## config.mk

```make
export PLATFORM = sky130hd
export DESIGN_NAME = lane_scatter_16
export DESIGN_NICKNAME = d
export VERILOG_FILES = /design/src/rtl/lane_scatter_16.sv
export SDC_FILE = /design/constraint.sdc
export NUM_CORES = 2
export LEC_CHECK = 0
export ABC_AREA = 0
export CELL_PAD_IN_SITES_DETAIL_PLACEMENT = 2
export CELL_PAD_IN_SITES_GLOBAL_PLACEMENT = 2
export CORE_ASPECT_RATIO = 1.5
export CORE_MARGIN = 10
export CORE_UTILIZATION = 30
export DETAILED_ROUTE_END_ITERATION = 12
export PLACE_DENSITY = 0.79
export SYNTH_ARGS = -nofsm -noshare
export SYNTH_HDL_FRONTEND = slang
export SYNTH_SLANG_ARGS = --single-unit
export TNS_END_PERCENT = 100
```

## constraint.sdc

```tcl
create_clock -name clk -period 1.8 [get_ports clk]
set_input_delay 0.36 -clock clk [delete_from_list [all_inputs] [get_ports clk]]
set_output_delay 0.36 -clock clk [all_outputs]
set_load 0.01 [all_outputs]
```

## src/rtl/lane_scatter_16.sv

```systemverilog
// Serial-to-parallel lane packer: gathers signed operands from a valid/ready stream
// into a zero-padded LANES-wide vector for the adder tree, with a one-vector stall buffer.
module lane_scatter_16 #(
    parameter int WIDTH = 32,
    parameter int LANES = 16
) (
    input  logic                    clk,
    input  logic                    rst,
    input  logic signed [WIDTH-1:0] in_data,
    input  logic                    in_valid,
    output logic                    in_ready,
    input  logic                    in_last,
    output logic signed [WIDTH-1:0] out_data [0:LANES-1],
    output logic                    out_valid,
    input  logic                    out_ready,
    output logic [4:0]              out_count
);

    localparam int IDX_W = $clog2(LANES);

    typedef enum logic {FILL, FULL} state_t;

    state_t                  state;
    state_t                  state_nxt;
    logic [IDX_W-1:0]        idx;
    logic signed [WIDTH-1:0] fill_buf [0:LANES-1];
    logic signed [WIDTH-1:0] vec_done [0:LANES-1];
    logic                    accept;
    logic                    complete;
    logic                    out_free;
    logic [4:0]              done_count;

    // Lane of the completed vector: buffered element, the completing element, or signed zero.
    function automatic logic signed [WIDTH-1:0] pad_lane(
        input int                      lane,
        input logic [IDX_W-1:0]        last_idx,
        input logic signed [WIDTH-1:0] buf_val,
        input logic signed [WIDTH-1:0] new_val
    );
        if (lane < int'(last_idx)) begin
            return buf_val;
        end else if (lane == int'(last_idx)) begin
            return new_val;
        end
        return '0;
    endfunction

    assign accept     = in_valid && in_ready;
    assign complete   = accept && (in_last || (idx == IDX_W'(LANES - 1)));
    assign out_free   = !out_valid || out_ready;
    assign done_count = 5'(idx) + 5'd1;

    always_comb begin
        for (int i = 0; i < LANES; i++) begin
            vec_done[i] = pad_lane(i, idx, fill_buf[i], in_data);
        end
    end

    always_ff @(posedge clk) begin
        if (rst) begin
            state <= FILL;
        end else begin
            state <= state_nxt;
        end
    end

    always_comb begin
        state_nxt = state;
        case (state)
            FILL:    if (complete && !out_free) state_nxt = FULL;
            FULL:    if (out_ready)             state_nxt = FILL;
            default: state_nxt = FILL;
        endcase
    end

    always_comb begin
        in_ready = (state == FILL) && !rst;
    end

    // In FULL the fill buffer doubles as the stall register; idx still points at its last lane.
    always_ff @(posedge clk) begin
        if (rst) begin
            idx       <= '0;
            out_valid <= 1'b0;
            out_count <= '0;
            for (int i = 0; i < LANES; i++) begin
                fill_buf[i] <= '0;
                out_data[i] <= '0;
            end
        end else if (state == FILL) begin
            if (complete) begin
                if (out_free) begin
                    out_data  <= vec_done;
                    out_count <= done_count;
                    out_valid <= 1'b1;
                    idx       <= '0;
                    for (int i = 0; i < LANES; i++) begin
                        fill_buf[i] <= '0;
                    end
                end else begin
                    fill_buf[idx] <= in_data;
                end
            end else begin
                if (accept) begin
                    fill_buf[idx] <= in_data;
                    idx           <= idx + 1'b1;
                end
                if (out_ready) begin
                    out_valid <= 1'b0;
                end
            end
        end else if (out_ready) begin
            out_data  <= fill_buf;
            out_count <= done_count;
            idx       <= '0;
            for (int i = 0; i < LANES; i++) begin
                fill_buf[i] <= '0;
            end
        end
    end

endmodule
```

==> metrics.txt <==
Max VDD drop 0.00105 V; sequential fraction of the synthesis area 50.3%; CP max FO 8; Final Hold Viols 0; fraction of layout cells with a size suffix above 1 28.4%; fin crit period 2710 ps; most frequent cells in the layout dfxtp_1, nand2_1, clkdlybuf4s50_1, nor2_1, buf_4; area leader, netlist dfxtp_1; Highest Clock Rate 368 MHz; Synth Register Bits 1035; # fillers 13655; clock root cell clkbuf_16; CP Data Required Time 2360 ps; Max Cap Viol 0; clk sink count 1035; Post-Syn Instances 4655; Critical path origin idx[0]; drt drc 0; core area 0.136 mm2; grt total ovfl 0; FFs w/ async S/R, synth 0%; gr usage total 30.4%; PnR worst setup slack -914 ps; WL/cell 38.6 um; worst rel slew slack 18.0%; max-slew violation count 0; unrepaired setup endpoints after global routing yes; post-route ant nets 0; Total Nets Final 5505; die area 0.153 mm2; Die W 323 um; top post-synthesis cells by area dfxtp_1, nand2_1, nor2_1, a22o_1, a21oi_2; CTS tree yes; setup skew after layout 45.7 ps; largest net degree at the start of global routing 172; number of flops mapped to enable cells by yosys 0; reg2reg start idx[0]; # H-tree levels 3; HP Class input pin to flip-flop; worst skew pair latency 750 ps; row count 166; First-pass DRT Iterations 5; CP Class flip-flop to flip-flop; startpoint of the worst hold path rst; Top Ports 556; failing checks setup timing; syn avg cell area 8.85 um2; CP Launch Type flip-flop; Vias/cell 6.32; port bufs 555; gpl congestion 0.810; vias in the first global route 48026; CTS clk-pin slew, worst paths 70 ps; Initial Util 30.2%; Netlist cell types 54; area delta synth->final 53.8%; Main synth FF type dfxtp_1; Power Dens Cells 900 mW/mm2; Setup violations, final 1533; post-DP HPWL 138 mm; pre-CTS setup slack -1020 ps; maximum root-to-sink buffer count 3; share of the synthesized area in the top cell type 50.3%; warnings from Yosys 0; Worst Max-Slew Pin Slew 1230 ps; net count after synthesis 4696; Cell Area, Synth 0.0412 mm2; status complete, but fails checks; static leakage 0.0221 uW; initial antenna violation count 5; Design Power 57000 uW; Post-Route WL 283 mm; critical path capture point type flip-flop; vias post-DR 46305; Num CTS Buffers 107; global-route wire length before repair 347 mm; part of the cycle the worst path needs 151%; Die H 474 um; most common cell after layout, fill and taps aside dfxtp_1; CP arrival 3280 ps; setup TNS -534730 ps; drt first-iter violations 5206
-- state kept, by name (all words and copies together) (netlist names) --
name and flops:
out_valid 1, idx 4, fill_buf 512, state 1
out_count 5, out_data 512
-- metrics by stage --
stage / hold slack [ps] / cell area [um2] / utilization, % / instances
6_report: 75.9 / 63300 / 46.4 / 7324
3_5_place_dp: 449 / 51800 / 38.0 / 6849
5_1_grt: 65.0 / 63300 / 46.4 / 7321
3_3_place_gp: 440 / 51800 / 38.0 / 6849
2_1_floorplan: 433 / 41300 / - / 4655
4_1_cts: 8.65 / 59900 / 43.9 / 7214
-- worst max-delay path, stage by stage, from the launching register on --
cell and delay [ps]:
dfxtp_2 350, buf_6 110, ha_4 210, a31o_4 260, a31o_4 210, buf_12 180
buf_6 190, buf_4 180, nor2_1 50, a311oi_1 800
-- path summary, 6_finish.rpt --
check             cells after the start  slack, ps       endpoint
setup / recovery                      9       -910  out_data[443]
hold reg to reg                       2        450  fill_buf[206]
setup reg to reg                      9       -910  out_data[443]
hold / removal                        3         80  out_data[416]
-- power by group --
part,switching (uW),total [uW],internal [uW]
Clock,11300,24800,13500
Combinational,4620,7980,3360
Sequential,634,24200,23500
-- cells in the mapped netlist (7+ instances only) --
| master | number |
|---|---|
| a211oi_1 | 197 |
| a21oi_1 | 178 |
| a21oi_2 | 179 |
| a221oi_1 | 159 |
| a22o_1 | 193 |
| a311oi_1 | 128 |
| a32oi_1 | 97 |
| and2_1 | 7 |
| and4_1 | 65 |
| buf_2 | 131 |
| buf_4 | 20 |
| buf_6 | 34 |
| clkbuf_1 | 372 |
| dfxtp_1 | 1035 |
| mux2i_1 | 33 |
| nand2_1 | 782 |
| nand3_1 | 68 |
| nand4_1 | 32 |
| nor2_1 | 497 |
| nor2b_1 | 36 |
| nor3_1 | 260 |
| o21ai_0 | 7 |
| o21ai_1 | 14 |
| o22ai_1 | 32 |
| or3_1 | 34 |
-- cell type report --
cell class                      count  area [um2]  area share (%)
Sequential cell                  1035       20800            32.8
Antenna cell                        4        10.0          0.0158
Tap cell                         1764        2210            3.49
Clock buffer                      152        3150            4.97
Multi-Input combinational cell   3055       20800            32.8
Timing Repair Buffer             1260       15700            24.9
Inverter                            5        26.3          0.0415
Clock inverter                     49         639            1.01
-- what timing repair did --
| item | CTS | global route |
|---|---|---|
| setup endpoints to repair | 1552 | 1533 |
| pin swaps | 77 | 99 |
| resized for setup | 475 | 465 |
| cloned | 67 | 46 |
| hold buffers | 17 | 0 |
| setup buffers | 86 | 88 |
| endpoints found under the hold margin | 33 | 0 |
-- per-layer routing --
metal | vias up | track usage (%) | wire length (um)
met5 | - | 0 | 11
met4 | 2 | 19.1 | 22800
met3 | 1278 | 6.91 | 24800
met2 | 3218 | 50.9 | 132000
met1 | 23467 | 34.7 | 103000
li1 | 18340 | - | -
-- kinds of logic after synthesis --
family / count (synthesis) / share of synthesized area [%]
simple gates: 1803 / 19.2
compound gates: 1210 / 23.2
flops: 1035 / 50.3
buf+inv: 567 / 6.37
mux: 34 / 0.829
fa+ha+maj: 4 / 0.122
xor+xnor: 2 / 0.0425
No activity file was read; power rests on OpenSTA's default activity.
